File: config.mk
export PLATFORM = sky130hd
export DESIGN_NAME = controlador_turnos
export DESIGN_NICKNAME = d
export VERILOG_FILES = /design/src/rtl/controlador_turnos.sv
export SDC_FILE = /design/constraint.sdc
export NUM_CORES = 1
export LEC_CHECK = 0
export BUFFER_PORTS_ARGS = -buffer_cell sky130_fd_sc_hd__buf_2
export CAP_MARGIN = 20
export CORE_ASPECT_RATIO = 0.5
export CORE_MARGIN = 10
export CORE_UTILIZATION = 54
export DETAILED_ROUTE_END_ITERATION = 10
export PLACE_DENSITY_LB_ADDON = 0.25
export SYNTH_ARGS = -nofsm -noshare
export SYNTH_HDL_FRONTEND = slang
export SYNTH_SLANG_ARGS = --single-unit
File: constraint.sdc
create_clock -name clk -period 2.43 [get_ports clk]
set_input_delay 0.486 -clock clk [delete_from_list [all_inputs] [get_ports clk]]
set_output_delay 0.486 -clock clk [all_outputs]
set_load 0.03 [all_outputs]
File: src/rtl/controlador_turnos.sv
// controlador_turnos: tic-tac-toe turn sequencer owning the board.
// Grants turns, validates cell requests, times turns out, and detects win/draw.
// Ports:
//   clk, reset (async, active-high)
//   iniciar           start/restart pulse
//   jugada_valida     cell-chosen pulse
//   jugada_cuadro     cell 1..9
//   turno_p1/turno_p2 turn owner
//   tablero           2 bits per cell (11 P1, 01 P2)
//   jugadas           occupied cell count
//   jugada_rechazada  refused request pulse
//   tiempo_agotado    turn-timeout pulse
//   fin_juego         game over level
//   ganador           00 none, 11 P1, 01 P2, 10 draw
module controlador_turnos #(
    parameter int unsigned T_TURNO = 250000000,
    parameter int          CNT_W   = 28
) (
    input  logic        clk,
    input  logic        reset,
    input  logic        iniciar,
    input  logic        jugada_valida,
    input  logic [3:0]  jugada_cuadro,
    output logic        turno_p1,
    output logic        turno_p2,
    output logic [17:0] tablero,
    output logic [3:0]  jugadas,
    output logic        jugada_rechazada,
    output logic        tiempo_agotado,
    output logic        fin_juego,
    output logic [1:0]  ganador
);

    typedef enum logic [2:0] {
        ESPERA,
        TURNO_P1,
        TURNO_P2,
        EVALUA,
        FIN
    } estado_t;

    estado_t          estado;
    logic [1:0]       mover;
    logic [CNT_W-1:0] timer;

    logic [1:0] codigo;
    logic [1:0] celda;
    logic       cuadro_ok;
    logic       acepta;
    logic       fin_turno;

    // Any of the 8 lines fully owned by code c.
    function automatic logic gana(input logic [17:0] t,
                                  input logic [1:0]  c);
        logic [8:0] m;
        for (int i = 0; i < 9; i++) begin
            m[i] = (t[2*i +: 2] == c);
        end
        return (&m[2:0]) | (&m[5:3]) | (&m[8:6])
             | (m[0] & m[3] & m[6])
             | (m[1] & m[4] & m[7])
             | (m[2] & m[5] & m[8])
             | (m[0] & m[4] & m[8])
             | (m[2] & m[4] & m[6]);
    endfunction

    assign codigo    = (estado == TURNO_P1) ? 2'b11 : 2'b01;
    assign cuadro_ok = (jugada_cuadro >= 4'd1) && (jugada_cuadro <= 4'd9);
    assign acepta    = jugada_valida && cuadro_ok && (celda == 2'b00);
    assign fin_turno = (timer == CNT_W'(T_TURNO - 1));

    // Contents of the requested cell; out-of-range requests read as empty
    // but are refused through cuadro_ok.
    always_comb begin
        celda = 2'b00;
        for (int k = 1; k <= 9; k++) begin
            if (jugada_cuadro == 4'(k)) celda = tablero[2*k-2 +: 2];
        end
    end

    always_ff @(posedge clk or posedge reset) begin
        if (reset) begin
            estado           <= ESPERA;
            mover            <= 2'b00;
            timer            <= '0;
            tablero          <= '0;
            jugadas          <= '0;
            turno_p1         <= 1'b0;
            turno_p2         <= 1'b0;
            jugada_rechazada <= 1'b0;
            tiempo_agotado   <= 1'b0;
            fin_juego        <= 1'b0;
            ganador          <= 2'b00;
        end else begin
            jugada_rechazada <= 1'b0;
            tiempo_agotado   <= 1'b0;
            if (iniciar) begin
                // Restart from any state; a coincident request is dropped.
                estado    <= TURNO_P1;
                timer     <= '0;
                tablero   <= '0;
                jugadas   <= '0;
                ganador   <= 2'b00;
                fin_juego <= 1'b0;
                turno_p1  <= 1'b1;
                turno_p2  <= 1'b0;
            end else begin
                unique case (estado)
                    TURNO_P1, TURNO_P2: begin
                        if (acepta) begin
                            for (int k = 1; k <= 9; k++) begin
                                if (jugada_cuadro == 4'(k))
                                    tablero[2*k-2 +: 2] <= codigo;
                            end
                            jugadas  <= jugadas + 4'd1;
                            mover    <= codigo;
                            estado   <= EVALUA;
                            turno_p1 <= 1'b0;
                            turno_p2 <= 1'b0;
                        end else begin
                            if (jugada_valida) jugada_rechazada <= 1'b1;
                            if (fin_turno) begin
                                // Accepted move above has priority over this.
                                timer          <= '0;
                                tiempo_agotado <= 1'b1;
                                if (estado == TURNO_P1) begin
                                    estado   <= TURNO_P2;
                                    turno_p1 <= 1'b0;
                                    turno_p2 <= 1'b1;
                                end else begin
                                    estado   <= TURNO_P1;
                                    turno_p1 <= 1'b1;
                                    turno_p2 <= 1'b0;
                                end
                            end else begin
                                timer <= timer + CNT_W'(1);
                            end
                        end
                    end
                    EVALUA: begin
                        if (gana(tablero, mover)) begin
                            estado    <= FIN;
                            ganador   <= mover;
                            fin_juego <= 1'b1;
                        end else if (jugadas == 4'd9) begin
                            estado    <= FIN;
                            ganador   <= 2'b10;
                            fin_juego <= 1'b1;
                        end else begin
                            timer <= '0;
                            if (mover == 2'b11) begin
                                estado   <= TURNO_P2;
                                turno_p2 <= 1'b1;
                            end else begin
                                estado   <= TURNO_P1;
                                turno_p1 <= 1'b1;
                            end
                        end
                    end
                    ESPERA, FIN: ;
                    default: ;
                endcase
            end
        end
    end

endmodule
* Word level (Yosys, flattened, before mapping)
Index checks and enable logic that the tools add are counted.
** Cells by class
- Add/sub/neg operators :: 2
- Magnitude comparators :: 2
- Equal/unequal tests :: 30
- Muxes and demuxes :: 71
- Bitwise logic cells :: 18
- Reduce and logical (&&, ||, !) cells :: 38
** Operator list (count)
- 28-bit 2-to-1 mux :: 5
- 28-bit one-hot mux with 2 select lines :: 1
- 18-bit 2-to-1 mux :: 3
- 2-bit 2-to-1 mux :: 25
- 3-bit AND reduction :: 13
- 28-bit by 1-bit adder with 28-bit output (second input constant) :: 1
- 28-bit == test (second input constant) :: 1
- 1-bit 2-to-1 mux :: 26
- 2-bit nonzero test :: 12
- 2-bit == test :: 9
- 4-bit by 3-bit == test with 1-bit output (second input constant) :: 4
- 3-bit 2-to-1 mux :: 5
- 3-bit inequality test (second input constant) :: 5
- 4-bit == test (second input constant) :: 3
- 4-bit 2-to-1 mux :: 3
- 1-bit bitwise AND :: 10
- 5-bit AND reduction :: 2
- 4-bit by 2-bit == test with 1-bit output (second input constant) :: 2
- 1-bit bitwise OR :: 7
- 3-bit by 2-bit == test with 1-bit output (second input constant) :: 2
- 3-bit one-hot mux with 2 select lines :: 1
- 2-bit AND reduction :: 3
- 3-bit nonzero test :: 2
- 4-bit by 1-bit adder with 4-bit output (second input constant) :: 1
- 12 further kinds :: 15
** Word-level totals
- Register bits :: 62
- Input bits :: 8
- Logic and storage cells :: 180

* Logic depth before layout (Yosys ltp)
Gate-level depths: netlist of the first run.
- Depth after elaboration :: 15
- Mapped depth :: 10
- Depth with buffers taken out :: 8

* Worst setup path after synthesis of the first run
OpenSTA, ideal clock, no wires.
- Path kind :: register to register
- From :: register tablero[4]
- To :: register timer[14]
- Arrival time :: 2.647 ns
- Data required time :: 2.311 ns
- Path slack :: -0.336 ns
- Stages on the path, launching flop included :: 9
- Buffers on the path :: 1
- Clock period less this slack :: 2.766 ns
- Cell sequence :: dfrtp_1 or4b_1 a222oi_1 o31ai_1 a211o_2 a221oi_4 buf_4 nor3_1 o21ba_1
** On the way
- Cells in the longest elaborated chain, start to end :: 11
** Ends and longest elaborated chain
- start, declared :: line 26 : output logic [17:0] tablero,
- start signal, assigned by index :: line 113 : tablero[2*k-2 +: 2] <= codigo;
- 2-bit == test / 2-bit 2-to-1 mux (equally long branches) :: line 57, 77
- 3-bit AND reduction / 2-bit 2-to-1 mux (equally long branches) :: line 59, 77
- 1-bit bitwise OR / 2-bit 2-to-1 mux (equally long branches) (2 in series) :: line 59, 77
- 1-bit bitwise OR / 2-bit 2-to-1 mux (equally long branches) :: line 60, 77
- 1-bit bitwise OR / 2-bit 2-to-1 mux (equally long branches) :: line 61, 77
- 1-bit bitwise OR / 2-bit 2-to-1 mux (equally long branches) :: line 62, 77
- 1-bit bitwise OR / 2-bit logical NOT (equally long branches) :: line 63, 69
- 1-bit bitwise OR / 1-bit logical AND (equally long branches) :: line 64, 69
- 3-bit inequality test (no line)
- 4-bit AND reduction (no line) *
- end signal, assigned :: line 136 : timer <= timer + CNT_W'(1);
- end, declared :: line 44 : logic [CNT_W-1:0] timer;
Mark *: on every way between the ends. The rest lies on a longest branch, timed or not.
A chain may end at the register's enable or synchronous reset.

* Worst setup path after layout of the first run
- From :: register tablero[6]
- To :: register timer[27]
** On the way
- Cells in the longest elaborated chain, start to end :: 11
** Ends and longest elaborated chain
- 2-bit == test :: line 57 : m[i] = (t[2*i +: 2] == c);
- 3-bit AND reduction :: line 59 : return (&m[2:0]) | (&m[5:3]) | (&m[8:6])
- 1-bit bitwise OR (2 in series) :: line 59
- 1-bit bitwise OR :: line 60 : | (m[0] & m[3] & m[6])
- 1-bit bitwise OR :: line 61 : | (m[1] & m[4] & m[7])
- 1-bit bitwise OR :: line 62 : | (m[2] & m[5] & m[8])
- 1-bit bitwise OR :: line 63 : | (m[0] & m[4] & m[8])
- 1-bit bitwise OR :: line 64 : | (m[2] & m[4] & m[6]);
- 3-bit inequality test (no line)
- 4-bit AND reduction (no line) *
Marked as above.

==> results of run 1 <==
==> final timing paths <==
check	to	cells after the start	from
min in group clk	jugada_rechazada	2	jugada_valida
min	timer[23]	2	reset
min reg2reg	fin_juego	2	fin_juego
max reg2reg	timer[27]	9	tablero[6]
max	timer[27]	9	tablero[6]
max in group asynchronous	tablero[6]	3	reset
==> layout make-up <==
type	instances	area share, %
sequential	62	31.0
clock inverter	7	1.45
timing repair buffer	123	17.5
multi-input combinational	331	42.5
tap	92	2.30
clock buffer	9	4.49
inverter	10	0.749
==> cell families after synthesis <==
| family | after synthesis | synth area share [%] |
|---|---|---|
| muxes | 2 | 0.569 |
| xor gates and xnor gates | 9 | 2.11 |
| buffers and inverters | 38 | 4.08 |
| DFF | 62 | 41.5 |
| and+or+nand+nor | 190 | 27.6 |
| adders and majority gates | 4 | 1.27 |
| AOI/OAI and AO/OA | 126 | 22.9 |
==> worst max-delay path: cells and delay by family, from the launching register on <==
family,cells,cell delay (ps)
AOI/OAI and AO/OA,5,1240
buffers and inverters,2,320
DFF,1,410
muxes,1,180
and+or+nand+nor,1,390
==> cell usage in the layout (no fill, tap or decap), drive strengths merged, types with 12 or more instances in the layout <==
cell   count
a21oi     22
a31oi     15
and3      21
buf      123
dfrtp     62
inv       12
nand2     28
nand3     17
nor2      38
nor3      20
o21ai     29
o31ai     16
==> per-layer routing <==
layer	vias to the layer above	GRT usage, %
li1	1861	-
met1	1992	27.1
met5	-	0
met2	213	37.0
met4	0	8.37
met3	43	5.90
==> power by group through the flow <==
stage	Combinational, mW	Clock, mW	Sequential (mW)
final	0.568	1.28	1.10
after global routing	0.612	1.33	1.10
after CTS	0.541	1.29	1.10
after detailed placement	0.505	0	1.11
after global placement	0.496	0	1.11
after floorplan	0.261	0	1.14
==> synthesized netlist by cell type (all sizes together) (15+ instances only) <==
cell type,instances,area share [%]
a21oi,22,2.9
a31oi,15,2.5
and3,21,3.5
clkbuf,24,2.4
dfrtp,62,41
nand2,28,2.8
nand3,17,2.3
nor2,38,3.8
nor3,20,2.7
o21ai,29,3.9
o31ai,16,3.2
==> registers in the layout, summed over array words and instances (netlist names) <==
register,flops
estado,3
fin_juego,1
mover,2
tiempo_agotado,1
turno_p1,1
ganador,2
jugadas,4
timer,28
jugada_rechazada,1
tablero,18
turno_p2,1
==> what timing repair did <==
action	in CTS	in global routing
endpoints found under the setup margin	39	50
pin swaps	11	3
buffers inserted	4	0
resized for setup	30	11
==> metrics by stage <==
stage	hold WS (ps)	util (%)	cells	setup slack, ps	instance area (µm²)
detailed placement	491	68.2	614	-448	4570
CTS	267	74.2	634	-194	4970
global route	303	74.8	634	-318	5010
finish	244	74.8	634	-247	5010
floorplan	468	-	431	-167	3750
global placement	483	68.2	614	-287	4570
==> results.txt, run 1 <==
- Kind of critical path: reg2reg
- Clk buf depth: 2
- The max-slew violation total from the final report is 0.
- Internal Power: 2.09 mW
* Half-perimeter wire length after detailed placement: 8.08 mm
- 0 antenna diodes ended up in the layout.
- The path class of the tightest hold or removal check is in2async.
- The routed design uses 1.03 mm of met3 wire.
- Top Metal Used: met4
* Data required time at the worst endpoint: 2630 ps
- In the routed design, unresolved DRC markers number 0.
- At the pin with the least slew margin, the transition time is 732 ps.
* Syn. warnings: 0
* Outcome: complete, but fails checks
- The number of nets in the synthesized netlist is 442.
- Across the VDD grid, the largest voltage drop is 0.000333 V.
- The first global-routing pass estimated 19.7 mm of wire.
- Critical path's slowest cell: sky130_fd_sc_hd__a222oi_1
- In this design, the stage delay of the slowest critical-path cell is 430 ps.
- Total routing resource utilization after global routing: 22.2%
* Leakage power total: 2.24 nW
* Filler cell count: 485
- The critical path goes through or3_4 -> a222oi_1 -> o31ai_2 -> a211o_2 -> buf_4 -> a22oi_2 -> buf_4 -> mux2i_1 -> a21oi_1.
- Entering global routing, the biggest net connects 31 pins.
- Die Wd: 138 µm
- After synthesis, the share of flip-flops with an asynchronous set or reset is 100%.
* First-pass iteration count of the detailed router: 5
* Combinational fraction of design power: 19.3%
* Number of global-route vias before repair: 3903
- Power density of the placed cells: 589 mW/mm²
* Post-CTS clock slew at the launch and capture registers of the worst setup and hold paths: 60 ps
- The checks that failed: negative setup slack.
* Hold bufs inserted after CTS: 0
* Sw Ratio: 29.1%
- The die covers 0.0109 mm².
- TritonCTS built the clock tree.
- Setup slack on the critical path of the routed design comes to -247 ps.
* Gate count after technology mapping: 431
- Met1 routed wirelength after detailed routing: 4.90 mm
- For the final database, setup skew stands at 6.48 ps.
- Register-to-Register Setup Slack: -250 ps
- Summing over every cut layer, the via total after detailed routing is 4109.
- Critical path startpoint category: register
- In this run the tool buffered the top-level ports with 36 buffer cells.
* Global placer's final weighted congestion: 0.940
- Summing all multi-input logic gate instances after layout gives 0.00213 mm².
* CP Data Arrival Time: 2870 ps
- The number of antenna violations at the first check in global routing is 0.
- Per report_power, the sequential group accounts for 37.2% of the total.
- The clock reaches the later pin of the worst-skew pair after 330 ps.
* Count of routing violations after the opening detailed-route iteration: 454
- The synthesized netlist contains 59 unique library cells.
- Std-Cell Rows: 21
- Effective utilization at floorplan: 55.8%
* Sw Pwr: 0.857 mW
- Area occupied by registers: 0.00156 mm²
- Post-DR wirelength/cell: 19.0 µm
- The root buffer cell chosen for the clock tree is sky130_fd_sc_hd__clkbuf_16.
- In this run the mean area of a mapped cell was 8.67 µm².
* Clk network pwr share: 43.5%
- Congestion Overflow GR: 0
- Yosys mapped a number of flops with a built-in enable equal to 0.
- Measured along the y axis, the die boundary spans 78.8 µm.
- In this run the worst path has a maximum fanout of 2.
- The area growth from synthesis to layout is 34.1%.
* Count of endpoints failing setup in the final report: 44
* Vias per inst: 6.48
- Setup repair after global routing could not meet its margin everywhere.
* Sequential area share after synthesis: 41.5%
* ANT nets after route: 0
* Final hold violation count: 0
- Layout cells sized above 1: 31.4%
- After routing, the total negative slack on setup checks comes to -5910 ps.
- In this run the count of I/O pins placed on the die edge is 37.
- CTS buffer count: 9
- Routed wire length on met2: 5.74 mm
* Minimum clock period: 2680 ps
* Max Cap Viol: 0
- Top flip-flop cell by instance count after synthesis: sky130_fd_sc_hd__dfrtp_1
- Wire length after detailed routing: 12.0 mm
- The H-tree generated during clock tree synthesis spans 3 levels.
- The synthesized design contains 62 register bits.
- STA classifies the critical path endpoint as a register.
- CORE AREA: 0.00670 mm²
- After synthesis the cells add up to 0.00374 mm².
- Counting every sink on the clock net gives 62.
* Share of the clock period used by the worst path after layout: 110%
* PnR Total Power: 2.95 mW
- Highest clock rate: 0.374 GHz
- Relative slew margins: 50.6%
- Final Net Count: 548
* Cell repeated most along the worst path: sky130_fd_sc_hd__buf_4
(Power assumes the default switching activity.)
==> run 2, diff against run 1 <==
--- a/config.mk
+++ b/config.mk
@@ -7,11 +7,12 @@
 export LEC_CHECK = 0
 export BUFFER_PORTS_ARGS = -buffer_cell sky130_fd_sc_hd__buf_2
 export CAP_MARGIN = 20
-export CORE_ASPECT_RATIO = 0.5
+export CORE_ASPECT_RATIO = 1.25
 export CORE_MARGIN = 10
 export CORE_UTILIZATION = 54
 export DETAILED_ROUTE_END_ITERATION = 10
 export PLACE_DENSITY_LB_ADDON = 0.25
+export SLEW_MARGIN = 40
 export SYNTH_ARGS = -nofsm -noshare
 export SYNTH_HDL_FRONTEND = slang
 export SYNTH_SLANG_ARGS = --single-unit
==> run 2 against run 1 <==
- first-iteration DRC count down 54%
- the run still ends with negative setup slack left
- clock-buffer cell count up 2
- power down 9.0%
- highest routed layer unchanged
==> results.txt, run 2 (same netlist as run 1, synthesis figures left out) <==
- Outcome: complete, but fails checks
* Failing checks: negative setup slack
- The die is 113 µm tall.
* N_diodes: 0
- The area growth from synthesis to layout is 33.5%.
- Top-Level Pins: 37
- Minimum clock period: 2560 ps
- Sw Ratio: 29.1%
- Worst Max-Slew Pin Slew: 642 ps
* CP Data Arrival Time: 2820 ps
- Counting cells, the worst reg-to-reg path comes to 10.
* Detailed-route via count: 4085
* Element type at the critical path end: register
- Crit. Startpoint: mover[1]
- Clk buf depth: 2
- The first detailed-routing pass took 5 iterations.
- Counting the buffers created by CTS gives 9.
- The clock net in this run drives a total of 62 sinks.
- Once detailed placement completed, the half-perimeter wirelength came to 8.46 mm.
* Highest-count cells in the layout ignoring fill and taps: 74 x sky130_fd_sc_hd__buf_4, 58 x sky130_fd_sc_hd__dfrtp_1, 38 x sky130_fd_sc_hd__nor2_1, 36 x sky130_fd_sc_hd__buf_2, 26 x sky130_fd_sc_hd__nand2_1
- Place WS: -336 ps
- Final Net Count: 546
- Worst supply voltage drop on vdd: 0.000587 V
- Placed instance area: 0.00458 mm²
- Effective utilization at floorplan: 56.2%
- Final hold violation count: 0
* Most common library cell in the layout ignoring fill and taps: sky130_fd_sc_hd__buf_4
* Antenna violations before repair: 0
- Clock latency of the later-clocked register in the worst-skew pair: 350 ps
* Highest clock rate: 0.391 GHz
- In the routed layout, each cell is associated on average with a via count of 6.52.
* Number of port buffers: 36
- Setup violations remaining at the end of the flow were counted as 30.
- The tightest min-delay check is of the in2async type.
- Setup repair after global routing could not meet its margin everywhere.
- The final layout contains routed wiring with a total length of 12.0 mm.
* Leakage power total: 2.26 nW
- Once routing completed, OpenROAD measured the worst setup slack at -126 ps.
- Most flops, register: timer
* Filler cell count: 492
* Number of pins exceeding their max-slew limit in the final report: 0
- The register with the most flip-flops in the layout has 28 of them.
- The via count of the first global-routing pass was 3935.
- In this run, post-CTS hold repair placed 0 buffers.
- The setup path with the least slack is of type reg2reg.
- Registers are responsible for 40.8% of the overall power.
- Post-DR wirelength/cell: 19.1 µm
* Power density of the placed cells: 538 mW/mm²
- Post-CTS clock slew at the launch and capture registers of the worst setup and hold paths: 70 ps
* Worst-case clock skew: 10.4 ps
- The total overflow left after global routing is 0.
- Setup TNS: -1630 ps
- For this run, the total global-route usage over all layers was measured as 22.1%.
- Internal Power: 1.91 mW
* CORE AREA: 0.00665 mm²
- Post-route design area: 0.00499 mm²
- Share of the clock period used by the worst path after layout: 105%
- The clock network is responsible for 38.4% of the overall power.
* Regs by FF count: timer: 28 flops, tablero: 18 flops, jugadas: 4 flops
* Global placer's final weighted congestion: 0.957
* Die Wd: 94.4 µm
- Global-route wire length before repair: 19.2 mm
* Data required time at the worst endpoint: 2700 ps
- Count of routing violations after the opening detailed-route iteration: 209
- ANT nets after route: 0
- Top fanout value on the critical path: 36
- Relative slew margins: 56.8%
* CTS H-Tree Depth: 3
* Layout cells sized above 1: 31.3%
* Combinational fraction of design power: 20.7%
* Max Cap Viol: 0
- Largest net degree at the start of global routing: 43
- Row generation in the floorplan step produced 33 rows.
- Critical path startpoint category: register
- Measured on the finished design, the core utilization comes to 75.1%.
- The die covers 0.0107 mm².
- In this run the critical register-to-register path is launched from mover[1].
* Sw Pwr: 0.781 mW
* CTS tree: built
- For this run, design rule violations remaining after detail routing come to 0.
- Root Driver: sky130_fd_sc_hd__clkbuf_8
-- run 2: worst max-delay path: stages, from the launching register on --
cell and delay (ps):
sky130_fd_sc_hd__dfrtp_1 410, sky130_fd_sc_hd__buf_12 160, sky130_fd_sc_hd__and3_1 150, sky130_fd_sc_hd__o22ai_2 180
sky130_fd_sc_hd__a211oi_2 90, sky130_fd_sc_hd__nor4_2 380, sky130_fd_sc_hd__buf_12 160, sky130_fd_sc_hd__a221oi_4 70
sky130_fd_sc_hd__buf_12 180, sky130_fd_sc_hd__or4_1 520, sky130_fd_sc_hd__a21oi_1 160
-- run 2: layer usage --
metal / vias to the layer above / GRT usage [%] / share of wire, %
li1: 1865 / - / -
met4: 0 / 13.0 / 5.2
met5: - / 0 / 0
met3: 54 / 4.43 / 6.2
met2: 180 / 37.5 / 50
met1: 1986 / 24.9 / 38
-- run 2: worst paths after layout --
check                                   end  slack [ps]
setup / recovery                  timer[12]        -130
hold / removal                     turno_p1         140
setup reg to reg                  timer[12]        -130
hold reg to reg                   fin_juego         500
max in group asynchronous        tablero[6]        1680
min in group clk           jugada_rechazada         410
-- run 2: layout make-up --
type                    instances  area, µm²  share of cell area, %
clock inverters                 5       82.6                   1.65
well taps                      87        109                   2.18
flip-flops and latches         62       1560                   31.2
repair buffers                121        916                   18.4
inverters                      10       37.5                  0.752
multi-input cells             331       2150                   43.0
clock buffers                  11        141                   2.83
-- run 2: power by group through the flow --
| stage | Combinational (mW) | Clock (mW) | Sequential, mW |
|---|---|---|---|
| global placement | 0.491 | 0 | 1.11 |
| detailed placement | 0.504 | 0 | 1.11 |
| global route | 0.602 | 1.09 | 1.10 |
| finish | 0.557 | 1.03 | 1.10 |
| CTS | 0.517 | 1.04 | 1.09 |
| floorplan | 0.261 | 0 | 1.14 |
-- run 2: repair_timing --
item,4_1_cts,5_1_grt
setup endpoints to repair,30,42
setup buffers,2,6
pin swaps,2,9
endpoints found under the hold margin,0,0
resized for setup,5,28
-- run 2: metrics by stage --
step	std cells	hold slack, ps	power [mW]
global placement	604	473	1.60
floorplan	431	468	1.40
detailed placement	604	487	1.62
CTS	622	149	2.65
global route	627	166	2.80
finish	627	143	2.69
